<file path="config.mk">
export PLATFORM = sky130hd
export DESIGN_NAME = data_selector_pipe_flat
export DESIGN_NICKNAME = d
export VERILOG_FILES = /design/src/rtl/data_selector_pkg.sv /design/src/rtl/data_selector_pipe_if.sv /design/src/rtl/data_selector_comb.sv /design/src/rtl/data_selector_pipe.sv /design/src/flat_wrapper.sv
export SDC_FILE = /design/constraint.sdc
export NUM_CORES = 1
export LEC_CHECK = 0
export BUFFER_PORTS_ARGS = -buffer_cell sky130_fd_sc_hd__buf_2
export CAP_MARGIN = 20
export CORE_UTILIZATION = 52
export CTS_CLUSTER_DIAMETER = 60
export DETAILED_ROUTE_END_ITERATION = 7
export GPL_ROUTABILITY_DRIVEN = 0
export GPL_TIMING_DRIVEN = 0
export PLACE_DENSITY = 0.86
export SYNTH_ARGS = -nofsm -noshare
export SYNTH_HDL_FRONTEND = slang
export SYNTH_SLANG_ARGS = --single-unit
export TNS_END_PERCENT = 5
</file>
<file path="constraint.sdc">
create_clock -name clk -period 6.5 [get_ports clk]
set_input_delay 0.325 -clock clk [delete_from_list [all_inputs] [get_ports clk]]
set_output_delay 0.325 -clock clk [all_outputs]
set_load 0.01 [all_outputs]
</file>
<file path="src/rtl/data_selector_pkg.sv">
// -----------------------------------------------------------------------------
// data_selector_pkg
// Shared definitions for the pipelined channel selector:
//   - default channel width / channel count, same as the original 2:1 selector
//     widened to four channels
//   - handshake/skid state encoding
//   - select-width helper (clog2 with a floor of 1)
// -----------------------------------------------------------------------------
package data_selector_pkg;

  localparam int DEF_WIDTH  = 32;
  localparam int DEF_NUM_IN = 4;

  // Occupancy of the two-entry output stage
  typedef enum logic [1:0] {
    EMPTY = 2'd0,
    ONE   = 2'd1,
    TWO   = 2'd2
  } state_e;

  // Number of select bits needed for n channels, never less than one
  function automatic int sel_width(input int n);
    if (n <= 2) begin
      return 1;
    end else begin
      return $clog2(n);
    end
  endfunction

endpackage

</file>
<file path="src/rtl/data_selector_pipe_if.sv">
// -----------------------------------------------------------------------------
// data_selector_pipe_if
// Bundles the upstream (in_*) and downstream (out_*) valid/ready channels of
// data_selector_pipe.
//   master : the environment side (drives in_data/in_sel/in_valid/out_ready)
//   slave  : the selector side   (drives in_ready/out_data/out_sel/out_valid)
// -----------------------------------------------------------------------------
interface data_selector_pipe_if
  import data_selector_pkg::*;
#(
  parameter int WIDTH  = DEF_WIDTH,
  parameter int NUM_IN = DEF_NUM_IN
);

  localparam int SEL_W = sel_width(NUM_IN);

  logic [NUM_IN*WIDTH-1:0] in_data;
  logic [SEL_W-1:0]        in_sel;
  logic                    in_valid;
  logic                    in_ready;
  logic [WIDTH-1:0]        out_data;
  logic [SEL_W-1:0]        out_sel;
  logic                    out_valid;
  logic                    out_ready;

  modport master (
    output in_data, in_sel, in_valid, out_ready,
    input  in_ready, out_data, out_sel, out_valid
  );

  modport slave (
    input  in_data, in_sel, in_valid, out_ready,
    output in_ready, out_data, out_sel, out_valid
  );

endinterface

</file>
<file path="src/rtl/data_selector_comb.sv">
// -----------------------------------------------------------------------------
// data_selector_comb
// Purely combinational NUM_IN:1 channel mux with range check.
//   in_data  : packed channels, channel k at [k*WIDTH +: WIDTH]
//   in_sel   : channel select
//   selected : chosen channel, all zeros when in_sel >= NUM_IN
//   oor      : 1 when in_sel does not name an existing channel
// -----------------------------------------------------------------------------
module data_selector_comb
  import data_selector_pkg::*;
#(
  parameter int WIDTH  = DEF_WIDTH,
  parameter int NUM_IN = DEF_NUM_IN
) (
  input  logic [NUM_IN*WIDTH-1:0]     in_data,
  input  logic [sel_width(NUM_IN)-1:0] in_sel,
  output logic [WIDTH-1:0]            selected,
  output logic                        oor
);

  localparam int SEL_W = sel_width(NUM_IN);

  // Match the select against every real channel; no match means out of range,
  // which covers unused codes when NUM_IN is not a power of two.
  always_comb begin
    selected = '0;
    oor      = 1'b1;
    for (int k = 0; k < NUM_IN; k++) begin
      if (in_sel == SEL_W'(k)) begin
        selected = in_data[k*WIDTH +: WIDTH];
        oor      = 1'b0;
      end else begin
        selected = selected;
        oor      = oor;
      end
    end
  end

endmodule

</file>
<file path="src/rtl/data_selector_pipe.sv">
// -----------------------------------------------------------------------------
// data_selector_pipe
// Registered NUM_IN:1 channel selector behind a valid/ready handshake with a
// two-entry (main + skid) output stage, sticky out-of-range flag and a
// wrapping transfer counter.
//   clk      : rising-edge clock
//   reset    : asynchronous, active-high
//   bus      : in_* / out_* handshake channels (slave side)
//   sel_err  : sticky, set when an out-of-range select is accepted
//   err_clr  : synchronous clear of sel_err (a simultaneous set wins)
//   xfer_cnt : completed output transfers, wraps
// -----------------------------------------------------------------------------
module data_selector_pipe
  import data_selector_pkg::*;
#(
  parameter int WIDTH  = DEF_WIDTH,
  parameter int NUM_IN = DEF_NUM_IN,
  parameter int CNT_W  = 16
) (
  input  logic              clk,
  input  logic              reset,
  data_selector_pipe_if.slave bus,
  output logic              sel_err,
  input  logic              err_clr,
  output logic [CNT_W-1:0]  xfer_cnt
);

  localparam int SEL_W = sel_width(NUM_IN);

  state_e           state;
  state_e           state_nxt;
  logic [WIDTH-1:0] main_data;
  logic [SEL_W-1:0] main_sel;
  logic [WIDTH-1:0] skid_data;
  logic [SEL_W-1:0] skid_sel;
  logic             in_ready_q;
  logic             out_valid_q;
  logic [WIDTH-1:0] selected;
  logic             oor;
  logic             in_fire;
  logic             out_fire;
  logic             load_main_in;
  logic             load_main_skid;
  logic             load_skid;

  data_selector_comb #(
    .WIDTH  (WIDTH),
    .NUM_IN (NUM_IN)
  ) u_comb (
    .in_data  (bus.in_data),
    .in_sel   (bus.in_sel),
    .selected (selected),
    .oor      (oor)
  );

  assign in_fire  = bus.in_valid & in_ready_q;
  assign out_fire = out_valid_q & bus.out_ready;

  assign bus.in_ready  = in_ready_q;
  assign bus.out_valid = out_valid_q;
  assign bus.out_data  = main_data;
  assign bus.out_sel   = main_sel;

  // Next occupancy and which storage register loads this cycle
  always_comb begin
    state_nxt      = state;
    load_main_in   = 1'b0;
    load_main_skid = 1'b0;
    load_skid      = 1'b0;
    case (state)
      EMPTY: begin
        if (in_fire) begin
          load_main_in = 1'b1;
          state_nxt    = ONE;
        end else begin
          state_nxt = EMPTY;
        end
      end
      ONE: begin
        if (in_fire && out_fire) begin
          load_main_in = 1'b1;
          state_nxt    = ONE;
        end else if (in_fire) begin
          // Downstream stalled: park the new word behind the current one
          load_skid = 1'b1;
          state_nxt = TWO;
        end else if (out_fire) begin
          state_nxt = EMPTY;
        end else begin
          state_nxt = ONE;
        end
      end
      TWO: begin
        if (out_fire) begin
          load_main_skid = 1'b1;
          state_nxt      = ONE;
        end else begin
          state_nxt = TWO;
        end
      end
      default: begin
        state_nxt = EMPTY;
      end
    endcase
  end

  // Occupancy state plus handshake outputs registered from the next state
  always_ff @(posedge clk or posedge reset) begin
    if (reset) begin
      state       <= EMPTY;
      in_ready_q  <= 1'b1;
      out_valid_q <= 1'b0;
    end else begin
      state       <= state_nxt;
      in_ready_q  <= (state_nxt != TWO);
      out_valid_q <= (state_nxt != EMPTY);
    end
  end

  // Main (output) and skid data/select registers
  always_ff @(posedge clk or posedge reset) begin
    if (reset) begin
      main_data <= '0;
      main_sel  <= '0;
      skid_data <= '0;
      skid_sel  <= '0;
    end else begin
      if (load_main_in) begin
        main_data <= selected;
        main_sel  <= bus.in_sel;
      end else if (load_main_skid) begin
        main_data <= skid_data;
        main_sel  <= skid_sel;
      end else begin
        main_data <= main_data;
        main_sel  <= main_sel;
      end
      if (load_skid) begin
        skid_data <= selected;
        skid_sel  <= bus.in_sel;
      end else begin
        skid_data <= skid_data;
        skid_sel  <= skid_sel;
      end
    end
  end

  // Sticky out-of-range flag; a new error outranks a clear in the same cycle
  always_ff @(posedge clk or posedge reset) begin
    if (reset) begin
      sel_err <= 1'b0;
    end else if (in_fire && oor) begin
      sel_err <= 1'b1;
    end else if (err_clr) begin
      sel_err <= 1'b0;
    end else begin
      sel_err <= sel_err;
    end
  end

  // Completed-transfer counter, wraps naturally at 2^CNT_W
  always_ff @(posedge clk or posedge reset) begin
    if (reset) begin
      xfer_cnt <= '0;
    end else if (out_fire) begin
      xfer_cnt <= xfer_cnt + CNT_W'(1);
    end else begin
      xfer_cnt <= xfer_cnt;
    end
  end

endmodule

</file>
<file path="src/flat_wrapper.sv">
// flat-port wrapper written by rule: the top's interface ports become plain ports
module data_selector_pipe_flat import data_selector_pkg::*;
#(
  parameter int WIDTH  = DEF_WIDTH,
  parameter int NUM_IN = DEF_NUM_IN,
  parameter int CNT_W  = 16
)
  (clk, reset, sel_err, err_clr, xfer_cnt, bus_in_data, bus_in_sel, bus_in_valid, bus_out_ready, bus_in_ready, bus_out_data, bus_out_sel, bus_out_valid);
  data_selector_pipe_if #(.WIDTH(WIDTH), .NUM_IN(NUM_IN)) bus_i ();
  input  logic clk;
  input  logic reset;
  output logic sel_err;
  input  logic err_clr;
  output logic [CNT_W-1:0] xfer_cnt;
  input wire logic [$bits(bus_i.in_data)-1:0] bus_in_data;
  input wire logic [$bits(bus_i.in_sel)-1:0] bus_in_sel;
  input wire logic [$bits(bus_i.in_valid)-1:0] bus_in_valid;
  input wire logic [$bits(bus_i.out_ready)-1:0] bus_out_ready;
  output wire logic [$bits(bus_i.in_ready)-1:0] bus_in_ready;
  output wire logic [$bits(bus_i.out_data)-1:0] bus_out_data;
  output wire logic [$bits(bus_i.out_sel)-1:0] bus_out_sel;
  output wire logic [$bits(bus_i.out_valid)-1:0] bus_out_valid;
  assign bus_i.in_data = bus_in_data;
  assign bus_i.in_sel = bus_in_sel;
  assign bus_i.in_valid = bus_in_valid;
  assign bus_i.out_ready = bus_out_ready;
  assign bus_in_ready = bus_i.in_ready;
  assign bus_out_data = bus_i.out_data;
  assign bus_out_sel = bus_i.out_sel;
  assign bus_out_valid = bus_i.out_valid;
  data_selector_pipe #(.WIDTH(WIDTH), .NUM_IN(NUM_IN), .CNT_W(CNT_W)) u_core (.clk(clk), .reset(reset), .bus(bus_i), .sel_err(sel_err), .err_clr(err_clr), .xfer_cnt(xfer_cnt));
endmodule
</file>
* Yosys cells after proc, flatten, opt, wreduce, memory -nomap -nowiden *
Index checks and enable logic that the tools add are counted.

operators by class
  $add $sub $neg = 1
  multipliers = 0
  divide/modulo/power cells = 0
  $lt $le $gt $ge = 0
  eq/ne operators = 6
  shift operators = 0
  mux-type cells = 27
  bitwise operators = 2
  reductions and logical operators = 7

operator list
  kind                   number
  $mux 32                6
  $add 16x1->16 const B  1
  $mux 1                 14
  $mux 2                 5
  $eq 2x2->1 const B     3
  $pmux 2 s3             1
  $reduce_bool 2->1      3
  $eq 2x1->1 const B     2
  $logic_not 2->1        2
  $and 1x1->1            2
  $logic_and 1x1->1      2
  $ne 2x2->1 const B     1
  $pmux 1 s2             1

storage, ports and cells
  register bits after elaboration = 89
  bits in latches = 0
  bits in writable memories = 0
  ROM bits = 0
  output and inout port bits = 53
  memories kept = 0

* Depth between registers and ports, before layout *
  depth after elaboration = 7
  gate-level depth with buffers = 9
  mapped depth without buffers = 7

* Modules after synthesis *
A second synthesis with hierarchy kept.

unflattened totals
  cell total of the unflattened synthesis = 309
  area total of the unflattened synthesis = 4,570.6 µm²

by module, submodules not included
  module              times used  cells an instance  area each (µm²)
  data_selector_pipe  1           268                3,744.8
  data_selector_comb  1           41                 825.8

* Worst setup path after synthesis *
OpenSTA, ideal clock, no wires.

  kind = register to register
  start = reg u_core.in_ready_q, in the netlist u_core.bus.in_ready
  end = reg u_core.main_data[0], in the netlist u_core.bus.out_data[0]
  setup time = 0.118 ns
  arrival = 1.670 ns
  required time = 6.382 ns
  slack = 4.712 ns
  cell stages (with the launch flop) = 9
  buffers on the path = 2
  clock period less this slack = 1.788 ns
  cells stage by stage = dfstp_2 > and2_1 > ha_1 > nand2_1 > a21oi_2 > buf_4 > nor2_1 > buf_2 > a21o_1

between the ends
  longest elaborated chain between the ends = 5
  elaborated cells on any way between the ends = 7

RTL lines
  element                                              RTL line                   RTL
  start, declared                                      data_selector_pipe.sv:36   logic in_ready_q;
  start signal, assigned                               data_selector_pipe.sv:115  in_ready_q <= (state_nxt != TWO);
  $and 1x1->1 (*)                                      data_selector_pipe.sv:56   assign in_fire = bus.in_valid & in_ready_q;
  $logic_and 1x1->1                                    data_selector_pipe.sv:80   if (in_fire && out_fire) begin
  $mux 1                                               data_selector_pipe.sv:80
  $pmux 1 s2 (*)                                       data_selector_pipe.sv:70   case (state)
  $mux 32 / $reduce_bool 2->1 (equally long branches)  --
  end signal, assigned                                 data_selector_pipe.sv:129  main_data <= selected;
  end signal, assigned                                 data_selector_pipe.sv:132  main_data <= skid_data;
  end signal, assigned                                 data_selector_pipe.sv:135  main_data <= main_data;
  end, declared                                        data_selector_pipe.sv:32   logic [WIDTH-1:0] main_data;

Mark *: on every way between the ends. The rest lies on a longest branch, timed or not.
A chain may end at the register's enable or synchronous reset.

* Worst setup path after layout *
  start = reg u_core.in_ready_q, in the netlist u_core.bus.in_ready
  end = reg u_core.main_data[2], in the netlist u_core.bus.out_data[2]

The elaborated chain is that of the path after synthesis.

==> impl_metrics.tcl <==
set metrics [dict create \
    syn_inst 329 \
    clk_pin_slew_ps 90 \
    synth_area_leaders "dfrtp_1, mux4_2, mux2_2, mux2i_1, xnor2_1" \
    fmax_mhz 473 \
    route.detailed.drc 0 \
    area_delta_synth_final_pct 27.8 \
    leakagePower_uw 0.00289 \
    cp-start-kind "flip-flop" \
    cts_setup_buffers 0 \
    synth_area_per_cell_um2 13.8 \
    die_w_um 95.5 \
    synthFlopType "dfrtp_1" \
    multi_input_area_mm2 0.00215 \
    ys_ff_latch 89 \
    fin_setup_tns_ps 0 \
    die_area_mm2 0.00911 \
    clk_root_buffer_cell "clkbuf_8" \
    routedWlPerCell_um 17.4 \
    synth_edf_count 0 \
    timing_hold_violations_final 0 \
    synthesis.nets 467 \
    async_flop_share 1.00 \
    holdWs_ps 34.6 \
    tightest_slew_ps 706 \
    grt_pass1_wl_um 17100 \
    grt_overflow 0 \
    cts_tree "yes" \
    yosysSeqAreaShare 0.490 \
    antenna_found_initial 0 \
    routed.top_layer "met4" \
    holdBufCountCts 0 \
    first_pass_iters 4 \
    port_buffers 185 \
    avgViaCountPerCell 5.60 \
    ir_worst_vdd_mv 0.190 \
    arrival_ps 2390 \
    drv_cap 0 \
    io_pins 188 \
    grt_pass1_vias 3534 \
    place_area_mm2 0.00562 \
    cts_sinks 89 \
    power.total_uw 2150 \
    ys_warn_count 0 \
    p_per_area_mw_per_mm2 370 \
    synth_commonest_cells "dfrtp_1, mux2_2, nand2_1" \
    wl_met1_um 4280 \
    period_share 0.326 \
    cts_made_buffers 9 \
    die_h_um 95.5 \
    worstSetupPathType "flip-flop to flip-flop" \
    endpoint_kind "flip-flop" \
    timing.final.crit_period_ps 2120 \
    finalSetupViolations 0 \
    cp_max_fo 10 \
    totalWireLength_um 11000 \
    required_ps 6770 \
    cts_max_path_buffers 2 \
    slew_violations 0 \
    drt.antenna.violating_nets 0 \
    synth.cell_area_mm2 0.00454 \
    placementRows 33 \
    fill_cells 646 \
    rsz0062_at_grt "no" \
    drive_gt1_frac 0.548 \
    outcome "completed" \
    slew_headroom 0.525 \
    num_antenna_cells 0 \
    skew_ps 8.57 \
    pre_cts_ws_ps 4410 \
    start_util 0.545 \
    drt-initial-drc-count 100 \
    grt_max_degree 47 \
    synth.distinct_cells 36 \
    route.met2.wl_um 5950 \
    htree_levels 3 \
    clk_latency_ps 340 \
    cts_resized 0 \
    wl_met3_um 715 \
    synth_area_leader_cell "dfrtp_1" \
    coreArea_mm2 0.00834 \
    synthMostInstantiatedCell "dfrtp_1" \
    final_nets 664 \
    design_area_mm2 0.00581 \
    register_area_mm2 0.00223 \
    finalWorstSetupSlack_ps 4380 \
    dp_hpwl_um 8730 \
    synth_top_area_share 0.485 \
    hold_path.class "input pin to async pin" \
    grt_use_total 0.254 \
    vias 3550 \
]
==> per-layer routing <==
metal	vias up	global-route usage
li1	1616	-
met1	1765	0.311
met2	160	0.462
met3	9	0.0455
met4	0	0.0647
met5	-	0
==> worst max-delay path, cell delays in order (launching register included) <==
cell      delay, ps
dfstp_2         570
and2_1          190
ha_1            170
nand2_1          70
a21oi_2         210
buf_4           200
clkbuf_1        410
nand2_1         130
o21ai_1         110
==> cell families (layout without fill, tap and decap cells) <==
| family | after synthesis | in the layout | share of synthesized area |
|---|---|---|---|
| muxes | 89 | 89 | 0.296 |
| AOI/OAI and AO/OA | 52 | 52 | 0.0766 |
| xor gates and xnor gates | 15 | 15 | 0.0289 |
| and+or+nand+nor | 56 | 56 | 0.0647 |
| DFF | 89 | 89 | 0.490 |
| adders and majority gates | 3 | 3 | 0.00826 |
| buffers and inverters | 25 | 225 | 0.0355 |
==> report_power, final <==
| group | total [µW] | internal (µW) | switching [µW] |
|---|---|---|---|
| Clock | 367 | 182 | 185 |
| Combinational | 834 | 426 | 408 |
| Sequential | 944 | 799 | 146 |
| Total | 2150 | 1410 | 738 |
==> metrics by stage <==
step           utilization  instances
6_report             0.696        634
5_1_grt              0.696        634
4_1_cts              0.696        634
3_5_place_dp         0.674        620
3_3_place_gp         0.671        619
2_1_floorplan            -        329
==> path summary, 6_finish.rpt <==
path	start	endpoint	slack, ps	depth (start not counted)
worst max-delay path	u_core.bus.in_ready	u_core.bus.out_data[2]	4380	8
worst min-delay path	reset	u_core.sel_err	30	2
worst max register to register	u_core.bus.in_ready	u_core.bus.out_data[2]	4380	8
worst min register to register	u_core.bus.out_data[17]	u_core.bus.out_data[17]	470	1
max in group asynchronous	reset	u_core.bus.in_ready	5770	3
min in group clk	err_clr	u_core.sel_err	120	2
==> area by class of cell <==
class	instances	share of cell area
buffer	23	0.0265
clock buffer	10	0.0237
clock inverter	4	0.00776
inverter	2	0.00172
multi-input combinational	215	0.371
sequential	89	0.384
tap	105	0.0226
timing repair buffer	186	0.163
==> registers in the layout, indices dropped and copies added, names as in the netlist <==
signal and flops:
u_core.state 2, u_core.skid_sel 2, u_core.bus.out_sel 2, u_core.bus.in_ready 1
u_core.sel_err 1, u_core.bus.out_data 32, u_core.xfer_cnt 16, u_core.bus.out_valid 1
u_core.skid_data 32
==> cell usage in the layout (no fill, tap or decap), drive strengths merged, types with 3 or more instances in the layout <==
cell type and count:
a21o 12, a22o 12, buf 205, clkbuf 14
clkinv 3, dfrtp 88, ha 3, mux2 35
mux2i 22, mux4 32, nand2 32, nand3 4
nand3b 4, nand4 4, nor2 3, o21ai 24
xnor2 14
No activity file was read; power rests on OpenSTA's default activity.
